$ cat src/rtl/sn76489_wr_fifo.sv
// Write buffer between the CPU PSG port and sn76489_top: an 8-entry byte FIFO
// drained through the chip's ce_n/we_n/ready handshake with an acknowledge timeout.
module sn76489_wr_fifo #(
    parameter int DEPTH_LOG2_G  = 3,
    parameter int ACK_TIMEOUT_G = 256
) (
    input  logic                  clock_i,
    input  logic                  res_n_i,
    input  logic                  cpu_we_i,
    input  logic [0:7]            cpu_d_i,
    output logic                  cpu_wait_o,
    output logic [DEPTH_LOG2_G:0] count_o,
    output logic                  overflow_o,
    output logic                  timeout_o,
    output logic                  psg_ce_n_o,
    output logic                  psg_we_n_o,
    output logic [0:7]            psg_d_o,
    input  logic                  psg_ready_i
);
    localparam int DEPTH_C   = 2**DEPTH_LOG2_G;
    localparam int TIMER_W_C = (ACK_TIMEOUT_G > 1) ? $clog2(ACK_TIMEOUT_G) : 1;
    localparam logic [DEPTH_LOG2_G:0]   CNT_ZERO_C = {(DEPTH_LOG2_G+1){1'b0}};
    localparam logic [DEPTH_LOG2_G:0]   CNT_ONE_C  = {{DEPTH_LOG2_G{1'b0}}, 1'b1};
    localparam logic [DEPTH_LOG2_G:0]   CNT_FULL_C = (DEPTH_LOG2_G+1)'(DEPTH_C);
    localparam logic [DEPTH_LOG2_G-1:0] PTR_ONE_C  = (DEPTH_LOG2_G)'(1);
    localparam logic [TIMER_W_C-1:0]    TMR_ZERO_C = {TIMER_W_C{1'b0}};
    localparam logic [TIMER_W_C-1:0]    TMR_ONE_C  = (TIMER_W_C)'(1);
    localparam logic [TIMER_W_C-1:0]    TMR_LAST_C = (TIMER_W_C)'(ACK_TIMEOUT_G - 1);

    typedef enum logic [1:0] {
        ST_IDLE    = 2'd0,
        ST_STROBE  = 2'd1,
        ST_BUSY    = 2'd2,
        ST_RECOVER = 2'd3
    } state_t;

    logic [0:7]              mem_r [DEPTH_C];
    logic [DEPTH_LOG2_G-1:0] wr_ptr_r;
    logic [DEPTH_LOG2_G-1:0] rd_ptr_r;
    logic [DEPTH_LOG2_G:0]   count_r;
    logic [DEPTH_LOG2_G:0]   count_nxt_s;
    logic                    wait_r;
    logic                    overflow_r;
    logic                    full_s;
    logic                    push_s;
    logic                    pop_s;

    state_t                  state_r;
    state_t                  state_nxt_s;
    logic [TIMER_W_C-1:0]    timer_r;
    logic [TIMER_W_C-1:0]    timer_nxt_s;
    logic                    ce_n_r;
    logic                    ce_n_nxt_s;
    logic [0:7]              d_r;
    logic [0:7]              d_nxt_s;
    logic                    timeout_r;
    logic                    timeout_nxt_s;

    // A full FIFO still accepts a byte when the head leaves on the same edge.
    assign full_s = (count_r == CNT_FULL_C);
    assign push_s = cpu_we_i && (!full_s || pop_s);

    // Occupancy update; simultaneous push and pop cancel out.
    always_comb begin
        count_nxt_s = count_r;
        if (push_s && !pop_s) begin
            count_nxt_s = count_r + CNT_ONE_C;
        end else if (pop_s && !push_s) begin
            count_nxt_s = count_r - CNT_ONE_C;
        end else begin
            count_nxt_s = count_r;
        end
    end

    // Byte storage, written at the write pointer.
    always_ff @(posedge clock_i) begin
        if (push_s) begin
            mem_r[wr_ptr_r] <= cpu_d_i;
        end
    end

    // FIFO pointers, occupancy and CPU-side status flags.
    always_ff @(posedge clock_i or negedge res_n_i) begin
        if (!res_n_i) begin
            wr_ptr_r   <= {DEPTH_LOG2_G{1'b0}};
            rd_ptr_r   <= {DEPTH_LOG2_G{1'b0}};
            count_r    <= CNT_ZERO_C;
            wait_r     <= 1'b0;
            overflow_r <= 1'b0;
        end else begin
            if (push_s) begin
                wr_ptr_r <= wr_ptr_r + PTR_ONE_C;
            end
            if (pop_s) begin
                rd_ptr_r <= rd_ptr_r + PTR_ONE_C;
            end
            count_r    <= count_nxt_s;
            wait_r     <= (count_nxt_s == CNT_FULL_C);
            overflow_r <= cpu_we_i && !push_s;
        end
    end

    // PSG access sequencer: next state, next registered outputs and pop request.
    always_comb begin
        state_nxt_s   = state_r;
        timer_nxt_s   = timer_r;
        ce_n_nxt_s    = ce_n_r;
        d_nxt_s       = d_r;
        timeout_nxt_s = 1'b0;
        pop_s         = 1'b0;
        case (state_r)
            ST_IDLE: begin
                if (count_r != CNT_ZERO_C) begin
                    d_nxt_s     = mem_r[rd_ptr_r];
                    ce_n_nxt_s  = 1'b0;
                    timer_nxt_s = TMR_ZERO_C;
                    state_nxt_s = ST_STROBE;
                end else begin
                    ce_n_nxt_s  = 1'b1;
                end
            end
            ST_STROBE: begin
                if (!psg_ready_i) begin
                    state_nxt_s   = ST_BUSY;
                end else if (timer_r == TMR_LAST_C) begin
                    pop_s         = 1'b1;
                    ce_n_nxt_s    = 1'b1;
                    timeout_nxt_s = 1'b1;
                    state_nxt_s   = ST_RECOVER;
                end else begin
                    timer_nxt_s   = timer_r + TMR_ONE_C;
                end
            end
            ST_BUSY: begin
                if (psg_ready_i) begin
                    pop_s       = 1'b1;
                    ce_n_nxt_s  = 1'b1;
                    state_nxt_s = ST_RECOVER;
                end else begin
                    state_nxt_s = ST_BUSY;
                end
            end
            ST_RECOVER: begin
                ce_n_nxt_s  = 1'b1;
                state_nxt_s = ST_IDLE;
            end
            default: begin
                ce_n_nxt_s  = 1'b1;
                state_nxt_s = ST_IDLE;
            end
        endcase
    end

    // Sequencer state and PSG-side output registers.
    always_ff @(posedge clock_i or negedge res_n_i) begin
        if (!res_n_i) begin
            state_r   <= ST_IDLE;
            timer_r   <= TMR_ZERO_C;
            ce_n_r    <= 1'b1;
            d_r       <= 8'h00;
            timeout_r <= 1'b0;
        end else begin
            state_r   <= state_nxt_s;
            timer_r   <= timer_nxt_s;
            ce_n_r    <= ce_n_nxt_s;
            d_r       <= d_nxt_s;
            timeout_r <= timeout_nxt_s;
        end
    end

    assign cpu_wait_o = wait_r;
    assign count_o    = count_r;
    assign overflow_o = overflow_r;
    assign timeout_o  = timeout_r;
    assign psg_ce_n_o = ce_n_r;
    assign psg_we_n_o = ce_n_r;
    assign psg_d_o    = d_r;

endmodule

$ cat config.mk
export PLATFORM = sky130hd
export DESIGN_NAME = sn76489_wr_fifo
export DESIGN_NICKNAME = d
export VERILOG_FILES = /design/src/rtl/sn76489_wr_fifo.sv
export SDC_FILE = /design/constraint.sdc
export NUM_CORES = 1
export LEC_CHECK = 0
export BUFFER_PORTS_ARGS = -buffer_cell sky130_fd_sc_hd__clkbuf_2
export CORE_MARGIN = 1.5
export CORE_UTILIZATION = 55
export CTS_CLUSTER_DIAMETER = 60
export DETAILED_ROUTE_END_ITERATION = 6
export PLACE_DENSITY = 0.74
export SLEW_MARGIN = 20
export SYNTH_ARGS = -nofsm -noshare
export SYNTH_HDL_FRONTEND = slang
export SYNTH_SLANG_ARGS = --single-unit
$ cat constraint.sdc
create_clock -name clock_i -period 4.2 [get_ports clock_i]
set_input_delay 0.84 -clock clock_i [delete_from_list [all_inputs] [get_ports clock_i]]
set_output_delay 0.84 -clock clock_i [all_outputs]
set_load 0.02 [all_outputs]
==> out/qor.yml <==
global_routing:
  gr-usage-all-layers_pct: 19.12
  antenna_found_initial: 0
  grt_max_degree: 33
  grt_pass1_vias: 2156
  grt-ovfl-total: 0
  grt_pass1_wl_microns: 10960
worst_hold_path:
  worstHoldPathCells: 2
  hold_path.startpoint: "psg_d_o[6]"
  hold_path_class: "register to register"
outcome:
  outcome: "finished clean"
yosys:
  syn_inst: 265
  avgSynthCellArea_sq_um: 15.49
  synth-edff-count: 64
  synth_cell_types: 46
  synthFlopType: "edfxtp_1"
  synthXorXnorAreaFrac_pct: 2.348
  async_reset_ff_share_pct: 33.33
  synth_compound_area_share_pct: 5.945
  synth-simple-area-share_pct: 8.506
  synth_top_family_by_area: "multiplexers"
  postSynthNetCount: 287
  synth_mux_area_share_pct: 12.32
  synth.ff_latch_count: 96
  yosys_warnings: 0
  yosysSeqAreaShare_pct: 66.37
  syn-cell-area_sq_um: 4104
  synthAdderAreaFrac_pct: 3.049
cells_and_area:
  num_antenna_cells: 0
  layout-drive-gt1-share_pct: 23.76
  fin_nets: 320
  design_area_sq_um: 4534
  syn2layout_area_growth_pct: 10.49
  nFillCells: 537
timing:
  fmax_mhz: 325.0
  hold_ws_ns: 0.4864
  drv_slew: 0
  fin_setup_tns_ns: 0
  period_share_pct: 73.26
  period_needed_ns: 3.077
  fin_ws_ns: 1.123
  finalSetupViolCount: 0
  hold_violations: 0
  fin_worst_skew_ns: 0.01129
  slew_headroom_pct: 48.17
  rsz0062_at_grt: "false"
  worst_slew_pin_slew_ns: 0.7775
setup_path:
  cp-start-kind: "register"
  reg2reg_slack_ns: 1.12
  end_kind: "register"
  cp.required_ns: 4.19
  crit_type: "register to register"
  reg2reg_depth: 7
  cp_max_fo: 9
  cp_data_arrival_time_ns: 3.07
  worstReg2RegStart: "state_r[1]"
  startpoint: "state_r[1]"
clock_tree:
  clockBufferDepth: 2
  cts_inserted_buffers: 9
  post_cts_buffers: 0
  cts_hold_buf: 0
  worst_skew_pair.late_latency_ns: 0.36
  post_cts_resized: 0
  cts_tree: "done"
  root_buffer: "clkbuf_8"
  cts.sinks: 96
  cts_max_level: 3
  cts.clk_slew.worst_paths_ns: 0.10
power_and_ir_drop:
  p_per_area_nw_per_um2: 657.3
  combPwrFrac_pct: 32.2
  p_int_w: 0.001910
  seq_power_share_pct: 48.4
  p_switching_w: 0.001070
  p_leak_nw: 1.713
  switching_share_pct: 35.91
  irDropWorstVdd_mv: 0.2813
  clock_power_share_pct: 19.4
  power_w: 0.002981
floorplan:
  die_h_microns: 89.38
  die_w_microns: 89.38
  num_rows: 31
  start_util_pct: 56.58
  dieArea_sq_um: 7989
  core_area_sq_um: 7253
  io_pins: 29
route:
  vias: 2242
  routed_via_density: 5.577
  post_drt_wl_per_cell_microns: 17.20
  wl_microns: 6916
  initialDrtViolationCount: 114
  drtPass1Iterations: 4
  drcViolationCount: 0
  ant_nets: 0
place:
  dp_slack_ns: 0.9997
  gp_congestion: 0.8741
  postPlaceCellArea_sq_um: 4345
  dp_hpwl_microns: 4749
  numPortBuffers: 28
flow_run:
  drv_cap: 0
[sequential cells by signal, summed over array words and instances (netlist names)]
signal / flops
mem_r: 64
psg_d_o: 8
timer_r: 8
count_o: 4
rd_ptr_r: 3
wr_ptr_r: 3
state_r: 2
cpu_wait_o: 1
overflow_o: 1
psg_ce_n_o: 1
timeout_o: 1
[final timing paths]
kind	end
setup / recovery	mem_r[7][6]
hold / removal	psg_d_o[6]
setup reg to reg	mem_r[7][6]
hold reg to reg	psg_d_o[6]
max in group asynchronous	rd_ptr_r[0]
min in group asynchronous	timer_r[0]
[power groups by stage]
stage,Sequential [W],Clock [W],Combinational [W]
6_report,0.00144,0.000577,0.000960
3_5_place_dp,0.00147,0,0.000963
4_1_cts,0.00145,0.000586,0.000968
3_3_place_gp,0.00146,0,0.000939
2_1_floorplan,0.00143,0,0.000737
5_1_grt,0.00148,0.000630,0.00107
[critical path: stages (launching register included)]
cell	delay [ns]
dfrtp_1	0.42
inv_1	0.11
ha_1	0.34
nand3_1	0.17
o31ai_1	0.57
o21a_1	0.33
nand2_1	0.14
nor2_1	0.61
[cells in the final DEF (no fill, tap or decap), types with 3 or more instances in the layout]
cell      count
a21oi_1       5
clkbuf_2     28
inv_8         3
dfrtp_1      30
nand2b_1      5
mux2i_1      10
nor2_1       14
ha_1         10
clkbuf_8      9
nor3_1        6
xor2_1        5
edfxtp_1     64
o21ai_0      13
nand3_1       7
xnor2_1       6
nand2_1      23
inv_1         6
mux4_2       16
mux2_2        4
[per-layer routing]
layer | part of all wire [%] | track usage, % | up-vias
met1 | 50 | 28.90 | 1116
met2 | 46 | 27.48 | 40
met3 | 3.0 | 3.416 | 9
li1 | - | - | 1077
met5 | 0 | 0 | -
met4 | 1.7 | 8.112 | 0
[cell families after synthesis]
group                      Yosys count
AOI/OAI and AO/OA                   37
xor gates and xnor gates            11
adders and majority gates           10
buffers and inverters               14
DFF                                 96
muxes                               30
and+or+nand+nor                     67
[area by class of cell]
class	instances	area [sq um]	area share, %
sequential	96	2725	60.10
multi-input combinational	155	1320	29.11
timing repair buffer	30	155.1	3.422
clock buffer	9	123.9	2.732
tap	99	123.9	2.732
clock inverter	7	63.81	1.407
inverter	6	22.52	0.4967
[cell usage after synthesis (all sizes together) (2+ instances only)]
| library cell | count | area share, % |
|---|---|---|
| a21oi | 5 | 0.61 |
| a21o | 2 | 0.37 |
| or3 | 2 | 0.43 |
| nand2 | 23 | 2.1 |
| dfrtp | 31 | 19 |
| mux2 | 4 | 1.1 |
| o211ai | 2 | 0.37 |
| xor2 | 5 | 1.1 |
| mux2i | 10 | 2.4 |
| buf | 4 | 0.55 |
| nand3 | 7 | 0.85 |
| ha | 10 | 3.0 |
| xnor2 | 6 | 1.3 |
| o21ai | 13 | 1.6 |
| mux4 | 16 | 8.8 |
| a211oi | 2 | 0.37 |
| inv | 6 | 0.55 |
| edfxtp | 64 | 47 |
| nor3 | 6 | 0.73 |
| a22o | 2 | 0.43 |
| clkbuf | 4 | 0.37 |
| nor2 | 14 | 1.3 |
| a2111oi | 2 | 0.43 |
| nand2b | 5 | 0.76 |
[metrics by stage]
| step | instances | util (%) |
|---|---|---|
| 5_1_grt | 402 | 62.52 |
| 2_1_floorplan | 265 | - |
| 3_3_place_gp | 386 | 59.91 |
| 3_5_place_dp | 386 | 59.91 |
| 6_report | 402 | 62.52 |
| 4_1_cts | 402 | 62.50 |
No activity file was read; power rests on OpenSTA's default activity.
